## src/rtl/filter_buffer_pkg.sv

```systemverilog
// rtl/filter_buffer_pkg.sv - default geometry for the filter-stage candidate FIFO
package filter_buffer_pkg;

    localparam int FB_DATA_WIDTH = 32;
    localparam int FB_DEPTH      = 32;
    localparam int FB_ADDR_WIDTH = 5;

endpackage

```

## src/rtl/filter_buffer_ram.sv

```systemverilog
// rtl/filter_buffer_ram.sv - simple dual-port RAM with registered read port
module filter_buffer_ram
    import filter_buffer_pkg::*;
#(
    parameter int DATA_WIDTH = FB_DATA_WIDTH,
    parameter int ADDR_WIDTH = FB_ADDR_WIDTH
) (
    input  logic                  clock,
    input  logic                  rst_n,
    input  logic                  i_wr_en,
    input  logic [ADDR_WIDTH-1:0] i_wr_addr,
    input  logic [DATA_WIDTH-1:0] i_wr_data,
    input  logic                  i_rd_en,
    input  logic [ADDR_WIDTH-1:0] i_rd_addr,
    output logic [DATA_WIDTH-1:0] o_rd_data
);

    logic [DATA_WIDTH-1:0] r_mem [0:(1<<ADDR_WIDTH)-1];
    logic [DATA_WIDTH-1:0] r_rd_data;

    // Array kept free of reset so it maps onto block RAM.
    always_ff @(posedge clock) begin
        if (i_wr_en) begin
            r_mem[i_wr_addr] <= i_wr_data;
        end
    end

    always_ff @(posedge clock or negedge rst_n) begin
        if (!rst_n) begin
            r_rd_data <= '0;
        end else if (i_rd_en) begin
            r_rd_data <= r_mem[i_rd_addr];
        end
    end

    assign o_rd_data = r_rd_data;

endmodule

```

## src/rtl/filter_buffer.sv

```systemverilog
// rtl/filter_buffer.sv - synchronous FIFO between neighbour filter and force arbiter
module filter_buffer
    import filter_buffer_pkg::*;
#(
    parameter int DATA_WIDTH               = FB_DATA_WIDTH,
    parameter int FILTER_BUFFER_DEPTH      = FB_DEPTH,
    parameter int FILTER_BUFFER_ADDR_WIDTH = FB_ADDR_WIDTH
) (
    input  logic                                clock,
    input  logic                                rst_n,
    input  logic [DATA_WIDTH-1:0]               data,
    input  logic                                wrreq,
    input  logic                                rdreq,
    output logic [DATA_WIDTH-1:0]               q,
    output logic                                empty,
    output logic                                full,
    output logic [FILTER_BUFFER_ADDR_WIDTH-1:0] usedw
);

    localparam int AW = FILTER_BUFFER_ADDR_WIDTH;
    localparam logic [AW:0] DEPTH_C = (AW+1)'(FILTER_BUFFER_DEPTH);

    logic [AW-1:0] r_wr_ptr;
    logic [AW-1:0] r_rd_ptr;
    logic [AW:0]   r_count;
    logic          r_empty;
    logic          r_full;

    logic          w_wr_ok;
    logic          w_rd_ok;
    logic [AW:0]   w_count_nxt;

    // Read and write addresses only coincide when empty or full, so the
    // gating below keeps the RAM free of read-during-write collisions.
    assign w_wr_ok = wrreq & ~r_full;
    assign w_rd_ok = rdreq & ~r_empty;

    always_comb begin
        w_count_nxt = r_count;
        case ({w_wr_ok, w_rd_ok})
            2'b10:   w_count_nxt = r_count + 1'b1;
            2'b01:   w_count_nxt = r_count - 1'b1;
            default: w_count_nxt = r_count;
        endcase
    end

    always_ff @(posedge clock or negedge rst_n) begin
        if (!rst_n) begin
            r_wr_ptr <= '0;
            r_rd_ptr <= '0;
            r_count  <= '0;
            r_empty  <= 1'b1;
            r_full   <= 1'b0;
        end else begin
            if (w_wr_ok) begin
                r_wr_ptr <= r_wr_ptr + 1'b1;
            end
            if (w_rd_ok) begin
                r_rd_ptr <= r_rd_ptr + 1'b1;
            end
            r_count <= w_count_nxt;
            r_empty <= (w_count_nxt == '0);
            r_full  <= (w_count_nxt == DEPTH_C);
        end
    end

    filter_buffer_ram #(
        .DATA_WIDTH (DATA_WIDTH),
        .ADDR_WIDTH (AW)
    ) u_ram (
        .clock     (clock),
        .rst_n     (rst_n),
        .i_wr_en   (w_wr_ok),
        .i_wr_addr (r_wr_ptr),
        .i_wr_data (data),
        .i_rd_en   (w_rd_ok),
        .i_rd_addr (r_rd_ptr),
        .o_rd_data (q)
    );

    assign empty = r_empty;
    assign full  = r_full;
    assign usedw = r_count[AW-1:0];

endmodule

```

## config.mk

```make
export PLATFORM = sky130hd
export DESIGN_NAME = filter_buffer
export DESIGN_NICKNAME = d
export VERILOG_FILES = /design/src/rtl/filter_buffer_pkg.sv /design/src/rtl/filter_buffer_ram.sv /design/src/rtl/filter_buffer.sv
export SDC_FILE = /design/constraint.sdc
export NUM_CORES = 1
export LEC_CHECK = 0
export ABC_CLOCK_PERIOD_IN_PS = 5100
export CAP_MARGIN = 20
export CORE_ASPECT_RATIO = 1.5
export CORE_MARGIN = 10
export CORE_UTILIZATION = 40
export DETAILED_ROUTE_END_ITERATION = 7
export HOLD_SLACK_MARGIN = 0.1
export PLACE_DENSITY = 0.52
export RECOVER_POWER = 100
export SETUP_SLACK_MARGIN = 0.15
export SYNTH_ARGS = -nofsm -noshare
export SYNTH_HDL_FRONTEND = slang
export SYNTH_SLANG_ARGS = --single-unit
```

## constraint.sdc

```tcl
create_clock -name clock -period 5.1 [get_ports clock]
set_clock_uncertainty 0.05 [all_clocks]
set_input_delay 1.02 -clock clock [delete_from_list [all_inputs] [get_ports clock]]
set_output_delay 1.02 -clock clock [all_outputs]
set_load 0.02 [all_outputs]
```

==> impl_metrics.toml, run 1 <==
[timing]
hold_viol = 0
report.final.setup_viol = 0
drv_slew = 454
slew_headroom = -0.525
max_freq_ghz = 0.237
post-route-min-period_ps = 4210
rsz0062_at_grt = "false"
whs_ps = 406
tightest_slew_ps = 2290
setup_tns_ps = 0
post-route-period-util = 0.826

[final_layout]
drive_gt1_frac = 0.203
stdcell_count = 3482
seq_area_um2 = 32000
area_delta_synth_final_pct = 14.4
multi_input_area_um2 = 8600
final_nets = 2136
nFillCells = 8541

[setup_path]
path_common_cell = "clkbuf_1"
timing.rr.start = "r_rd_ptr[1]"
path_cells = "dlygate4sd3_1, nor2b_1, clkbuf_1, nand2_1, clkbuf_1, nor2_1, clkbuf_2"
r2r-end = "u_ram.o_rd_data[23]"
r2r_cells = 5
critPathKind = "in -> reg"
cp-end-kind = "flop"
path_buf_inv = 4
critPathRequiredTime_ps = 5360
critPathSlowestCell = "nor2_1"
r2r_setup_slack_ps = 950
critPathCapture = "u_ram.r_mem[2][4]"
startpoint = "wrreq"
startpoint_type = "input pin"
cp.arrival_ps = 4480
crit_family = "buffers and inverters"
cp_max_fo = 14
cp_slowest_stage_delay_ps = 1210
crit_cells = 7

[grt]
grt_overflow = 0
grt_usage = 0.184
antenna_found_initial = 5
grt_pass1_vias = 20686
grt_pass1_wl_um = 154000
grt_max_degree = 92

[floorplanning]
die_area_um2 = 116000
die_width_um = 281
rows = 143
io_pins = 75
die_height_um = 412
fp.coreArea_um2 = 102000
start_util = 0.404

[clock_network]
cts.sinks = 1074
clkTransAtPathRegs_ps = 60
cts.repair.resized = 0
post_cts_buffers = 0
cts_tree = "yes"
numCtsBuffers = 101
ctsLongestPathBuffers = 3
postCtsHoldBufs = 0
h-tree-depth = 3
clk_latency_ps = 690
cts-root-buf = "clkbuf_16"

[route]
initialDrtViolationCount = 1740
vias = 19812
drt_wl_total_um = 106000
avgViaCountPerCell = 5.69
ant_nets = 0
firstDrtPassIters = 6
drc = 0
wire_per_inst_um = 30.5

[logic_synthesis]
synth_area_leaders = "edfxtp_1, mux4_2, mux2i_1"
netlist_instances = 1932
synth_area_leader_cell = "edfxtp_1"
synth_ff_type = "edfxtp_1"
synth_top_area_frac = 0.750
ys_top_cells_by_count = "edfxtp_1, mux4_2, mux2i_1"
syn-mean-instance-area_um2 = 21.2
syn_nets = 1976
async_flop_share = 0.0466
yosysMostFrequentCell = "edfxtp_1"
synth-seq-cells = 1074
yosysSeqAreaShare = 0.780
synth_cell_types = 44
synth_edf_count = 1024
netlist_area_um2 = 41000
yosys_warnings = 0

[placed_design]
dp.cells = 3287
io_buffers = 74
dp_hpwl_um = 61600
place.gp.congestion = 0.784

[power]
peakVddDrop_uv = 295
fin_total_pwr_w = 0.0254
powerDensity_nw_per_um2 = 541
p_leak_nw = 14.9

[outcome]
failed_checks = "capacitance limit, slew limit"
status = "complete, but fails checks"

[hold_path]
hp-class = "in -> async"

[run]
cap_violations = 17
[worst min-delay path by stage]
| stage | slack (ps) | cells after the start | startpoint | end |
|---|---|---|---|---|
| finish | 410 | 1 | rst_n | u_ram.o_rd_data[17] |
| floorplan | 430 | 1 | r_rd_ptr[4] | r_rd_ptr[4] |
| detailed placement | 490 | 1 | r_rd_ptr[4] | r_rd_ptr[4] |
| CTS | 160 | 1 | rst_n | u_ram.o_rd_data[17] |
| global placement | 470 | 1 | r_rd_ptr[4] | r_rd_ptr[4] |
| global route | 440 | 1 | rst_n | u_ram.o_rd_data[17] |
[cells by family after synthesis]
kind of cell             Yosys count  synth area share
flip-flops                      1074             0.780
multiplexers                     355             0.145
AND/OR/NAND/NOR                  188            0.0211
AO/OA/AOI/OAI                    175            0.0334
buffers and inverters            120            0.0153
XOR/XNOR                          12           0.00256
adder cells (fa/ha/maj)            8           0.00244
[worst register-to-register path, delay by kind of cell (launching register included)]
family / cells / cell delay, ps
buffers and inverters: 1 / 620
DFF: 1 / 1310
and+or+nand+nor: 2 / 1600
AOI/OAI and AO/OA: 2 / 490
[cell usage in the layout, fill, tap and decap left out, types with 10 or more instances in the layout]
cell | netlist | layout
clkinv_2 | 0 | 20
mux4_2 | 191 | 191
nor3_1 | 33 | 33
clkbuf_16 | 0 | 102
a2111oi_0 | 32 | 44
mux2i_1 | 162 | 162
nor2_4 | 0 | 27
a2111oi_1 | 31 | 19
buf_12 | 0 | 10
dlygate4sd3_1 | 0 | 73
clkbuf_8 | 0 | 14
clkbuf_2 | 0 | 19
o22ai_1 | 63 | 63
dfrtp_1 | 49 | 46
clkbuf_1 | 61 | 75
nor2_1 | 103 | 76
edfxtp_1 | 1024 | 1024
a22o_1 | 31 | 31
nand2_1 | 11 | 10
buf_4 | 15 | 26
[metrics by stage]
stage	cell area, µm²	setup slack [ps]	utilization
floorplan	41000	1550	-
global placement	43900	1100	0.432
detailed placement	44000	1130	0.433
CTS	47200	1610	0.465
global route	46900	736	0.462
finish	46900	885	0.462
[area by class of cell]
class	instances	area share
Antenna cell	1	0.0000533
Clock inverter	42	0.00925
Clock buffer	145	0.0608
Inverter	3	0.000240
Timing Repair Buffer	174	0.0297
Sequential cell	1074	0.682
Tap cell	1305	0.0348
Multi-Input combinational cell	738	0.183
[metal layers]
layer | up-vias | routed length (µm) | GRT usage
li1 | 8404 | - | -
met1 | 10656 | 41700 | 0.228
met2 | 606 | 56600 | 0.328
met3 | 146 | 5140 | 0.0264
met4 | 0 | 2720 | 0.0580
met5 | - | 0 | 0
[sequential cells by signal, indices dropped and copies added (netlist names)]
name             flops
empty                1
full                 1
r_count              6
r_rd_ptr             5
u_ram.r_mem       1024
u_ram.o_rd_data     32
r_wr_ptr             5
[where the power goes]
| group | leakage (nW) | internal, W | switching [W] |
|---|---|---|---|
| Combinational | 3.54 | 0.00280 | 0.00409 |
| Clock | 1.61 | 0.00426 | 0.00323 |
| Sequential | 9.79 | 0.0104 | 0.000597 |
| Total | 14.9 | 0.0175 | 0.00792 |
Power figures use the tool's default switching activity.
==> run 2: changes to the inputs <==
Settings changed: ABC_CLOCK_PERIOD_IN_PS 5100 to 4100.
Clock period 5.1 ns to 4.1 ns, I/O delays scaled along.
==> run 2 against run 1 <==
  * The run still ends with capacitance limit, slew limit left
  * Non-clock buffer count rose by 21
  * Count of clock-buffer cells in the layout fell by 28
  * Die area did not move
  * Design area rose by 0.87%
  * First-iteration DRC count fell by 11%
  * Register-to-register slack got worse by 300 ps
  * Critical endpoint is now u_ram.r_mem[6][31]
  * Largest power group unchanged
  * Highest routed layer unchanged
==> impl_metrics.toml, run 2 (same netlist as run 1, synthesis figures left out) <==
[final_layout]
area_delta_synth_final_pct = 15.4
drive_gt1_frac = 0.211
layout_common_cells = "edfxtp_1, mux4_2, mux2i_1, clkbuf_16, nor2_1"
largest-register = "u_ram.r_mem"
stdcell_count = 3504
final_common_cell = "edfxtp_1"
largest_reg_flops = 1024
final_nets = 2156
stdcell_area_um2 = 47300

[setup_path]
startpoint = "wrreq"
critPathSlowestCell = "clkbuf_4"
path_cells = "dlygate4sd3_1, nor2b_1, clkbuf_1, nand2_1, nor2_1, clkbuf_4"
critPathKind = "in -> reg"
cp_slowest_stage_delay_ps = 750
r2r-end = "u_ram.o_rd_data[13]"
critPathRequiredTime_ps = 4370
path_buf_inv = 3
cp_max_fo = 29
cp.arrival_ps = 3830
timing.rr.start = "r_rd_ptr[0]"
startpoint_type = "input pin"
r2r_cells = 5
r2r_setup_slack_ps = 650
cp-end-kind = "flop"
crit_family = "buffers and inverters"

[clock_network]
clkTransAtPathRegs_ps = 60
clk_latency_ps = 700
cts-root-buf = "clkbuf_16"
postCtsHoldBufs = 0
post_cts_buffers = 0
numCtsBuffers = 100
ctsLongestPathBuffers = 3
cts.sinks = 1074
h-tree-depth = 3
cts.repair.resized = 0
cts_tree = "yes"

[power]
peakVddDrop_uv = 385
fin_total_pwr_w = 0.0321
powerDensity_nw_per_um2 = 677
p_leak_nw = 15.2

[floorplanning]
die_width_um = 281
io_pins = 75
fp.coreArea_um2 = 102000
die_height_um = 412
start_util = 0.404
rows = 143
die_area_um2 = 116000

[grt]
antenna_found_initial = 5
busiest_layer = "met2"
grt_usage = 0.184
grtUsageMet2 = 0.318
grt_pass1_wl_um = 153000
grt_overflow = 0
use_met1 = 0.235
grt_max_degree = 75
grt_use_met3 = 0.0271
grt_pass1_vias = 20914

[placed_design]
dp.cells = 3296
place.gp.congestion = 0.770
place_area_um2 = 44200
io_buffers = 74
dp_hpwl_um = 62500
place_ws_ps = 392

[timing]
max_freq_ghz = 0.281
rsz0062_at_grt = "false"
worst_slack_ps = 539
slew_headroom = -0.390
post-route-min-period_ps = 3560
report.final.setup_viol = 0
hold_viol = 0
setup_tns_ps = 0
post-route-period-util = 0.868
tightest_slew_ps = 2090
drv_slew = 203

[outcome]
status = "complete, but fails checks"
failed_checks = "capacitance limit, slew limit"

[route]
wire_per_inst_um = 30.4
drc = 0
vias = 19983
initialDrtViolationCount = 1554
firstDrtPassIters = 5
ant_nets = 0
avgViaCountPerCell = 5.70
drt_wl_total_um = 107000

[hold_path]
hp-start = "r_rd_ptr[4]"
whs_path_depth = 1
hp-class = "reg -> reg"
hold_end = "r_rd_ptr[4]"

[run]
cap_violations = 8
[run 2: cell types whose count changed in the layout (fill, tap and decap cells not counted), sizes merged]
cell | previous run | this run
clkinvlp | 6 | 5
clkinv | 27 | 39
diode | 1 | 2
clkbuf | 210 | 184
bufinv | 7 | 19
dlygate4sd3 | 73 | 72
clkdlybuf4s50 | 0 | 1
inv | 5 | 10
buf | 36 | 55
[run 2: layout make-up]
cell class | instances | area [µm²]
fillers | 8458 | 54300
flip-flops and latches | 1074 | 32000
multi-input cells | 738 | 8560
clock buffers | 117 | 2610
repair buffers | 195 | 1650
well taps | 1305 | 1630
clock inverters | 70 | 866
inverters | 3 | 11.3
diodes | 2 | 5.00
[run 2: power breakdown]
| part | switching [W] | total, W | leakage [nW] | internal [W] |
|---|---|---|---|---|
| sequential | 0.000850 | 0.0138 | 9.79 | 0.0129 |
| clock | 0.00409 | 0.00986 | 1.70 | 0.00577 |
| combinational | 0.00483 | 0.00845 | 3.70 | 0.00361 |
[run 2: through the flow]
| step | utilization | hold slack (ps) |
|---|---|---|
| 5_1_grt | 0.466 | 553 |
| 6_report | 0.466 | 523 |
| 3_5_place_dp | 0.435 | 522 |
| 2_1_floorplan | - | 429 |
| 3_3_place_gp | 0.434 | 541 |
| 4_1_cts | 0.469 | 164 |
[run 2: metal layers]
layer  vias up  part of all wire
li1       8435                 -
met1     10813              0.40
met2       581              0.52
met3       154             0.046
met4         0             0.029
met5         -                 0
[run 2: worst max path at each step]
stage,to,slack [ps],cells after the start
final,u_ram.r_mem[6][31],540,6
after global routing,u_ram.r_mem[23][29],420,7
after CTS,u_ram.o_rd_data[26],870,5
after detailed placement,full,390,11
after global placement,full,330,11
after floorplan,u_ram.r_mem[31][0],750,5
[run 2: worst reg2reg max path, delay by kind of cell (launching register included)]
kind	cells	cell delay, ps
DFF	1	880
muxes	1	600
AOI/OAI and AO/OA	2	1040
buffers and inverters	1	640
and+or+nand+nor	1	110
==> run 3: changes to the inputs <==
Settings changed: CORE_UTILIZATION 40 to 45, PLACE_DENSITY 0.52 to 0.58.
==> run 3 against run 2 <==
  * The run still ends with capacitance limit, slew limit left
  * Total power fell by 2.1%
  * Hold slack improved by 5.5 ps
  * Clock power fell by 5.7%
  * First-iteration DRC count rose by 17%
  * Critical path depth did not move
==> impl_metrics.toml, run 3 (same netlist as run 1, synthesis figures left out) <==
[clock_network]
clk_latency_ps = 680
ctsLongestPathBuffers = 3
cts-root-buf = "clkbuf_16"
postCtsHoldBufs = 0
cts.sinks = 1074
numCtsBuffers = 96
h-tree-depth = 3
clkTransAtPathRegs_ps = 70
post_cts_buffers = 0
cts.repair.resized = 0
cts_tree = "yes"

[timing]
rsz0062_at_grt = "false"
max_freq_ghz = 0.266
drv_slew = 140
post-route-min-period_ps = 3760
report.final.setup_viol = 0
tightest_slew_ps = 2120
hold_viol = 0
slew_headroom = -0.411
post-route-period-util = 0.917
setup_tns_ps = 0

[placed_design]
place.gp.congestion = 0.783
io_buffers = 74
dp_hpwl_um = 61300

[run]
cap_violations = 7

[final_layout]
largest-register = "u_ram.r_mem"
largest_reg_flops = 1024
fin_util = 0.520
layout_common_cells = "edfxtp_1, mux4_2, mux2i_1, clkbuf_16, nor2_1"
drive_gt1_frac = 0.207
final_common_cell = "edfxtp_1"
area_delta_synth_final_pct = 14.5
final_nets = 2165

[grt]
grt_usage = 0.199
grt_pass1_vias = 20693
grt_pass1_wl_um = 148000
grt_max_degree = 41
grt_overflow = 0
antenna_found_initial = 5

[route]
avgViaCountPerCell = 5.94
initialDrtViolationCount = 1818
vias = 20010
wire_per_inst_um = 30.7
drt_wl_total_um = 103000
firstDrtPassIters = 5
drc = 0
ant_nets = 0

[floorplanning]
rows = 135
start_util = 0.454
io_pins = 75
fp.coreArea_um2 = 90400
die_width_um = 267
die_area_um2 = 104000
die_height_um = 390

[setup_path]
startpoint_type = "input pin"
cp_max_fo = 9
cp-end-kind = "flop"
critPathRequiredTime_ps = 4400
cp.arrival_ps = 4050
critPathKind = "in -> reg"

[power]
peakVddDrop_uv = 335
p_leak_nw = 15.1
powerDensity_nw_per_um2 = 669

[hold_path]
hp-class = "reg -> reg"

[outcome]
failed_checks = "capacitance limit, slew limit"
status = "complete, but fails checks"
-- run 3: changes by cell type in the layout (fill, tap and decap cells not counted), sizes merged --
cell,before,now
clkdlybuf4s50,1,0
buf,55,47
clkinvlp,5,6
clkinv,39,49
clkbuf,184,191
dlygate4sd3,72,74
bufinv,19,14
-- run 3: critical path, stage by stage --
cell	delay, ps
dlygate4sd3_1	520
nor2b_1	380
clkbuf_1	310
nand2_1	410
nor2_1	1190
clkbuf_1	410
-- run 3: layout make-up --
class	instances	area, µm²
fill	7029	43400
sequential	1074	32000
multi-input combinational	738	8570
clock buffer	104	2470
timing repair buffer	208	1640
tap	1164	1460
clock inverter	76	796
inverter	3	11.3
antenna	2	5.00
-- run 3: metrics by stage --
step | power (W) | setup slack, ps | instances | cell area [µm²] | hold slack (ps)
CTS | 0.0319 | 592 | 3338 | 47200 | 263
detailed placement | 0.0227 | 268 | 3158 | 43900 | 525
finish | 0.0314 | 341 | 3369 | 47000 | 529
global placement | 0.0226 | 315 | 3158 | 43900 | 531
floorplan | 0.0192 | 749 | 1932 | 41000 | 429
global route | 0.0327 | 238 | 3367 | 47000 | 571
-- run 3: power by group --
part / internal [W] / leakage, nW / switching (W)
logic: 0.00361 / 3.66 / 0.00483
registers: 0.0129 / 9.79 / 0.000757
clock network: 0.00528 / 1.61 / 0.00402
-- run 3: final timing paths --
kind | slack, ps | to | depth (start not counted) | startpoint
setup / recovery | 340 | u_ram.r_mem[30][31] | 6 | wrreq
hold reg to reg | 530 | u_ram.o_rd_data[17] | 2 | u_ram.o_rd_data[17]
max in group asynchronous | 800 | r_rd_ptr[0] | 3 | rst_n
min in group asynchronous | 560 | r_wr_ptr[2] | 2 | rst_n
setup reg to reg | 500 | u_ram.o_rd_data[6] | 7 | r_rd_ptr[0]
hold / removal | 530 | u_ram.o_rd_data[17] | 2 | u_ram.o_rd_data[17]
-- run 3: per-layer routing --
metal | wire [µm] | global-route usage | share of wire
met5 | 0 | 0 | 0
met4 | 2490 | 0.0598 | 0.024
met3 | 5130 | 0.0267 | 0.050
met2 | 55100 | 0.354 | 0.53
met1 | 40600 | 0.249 | 0.39
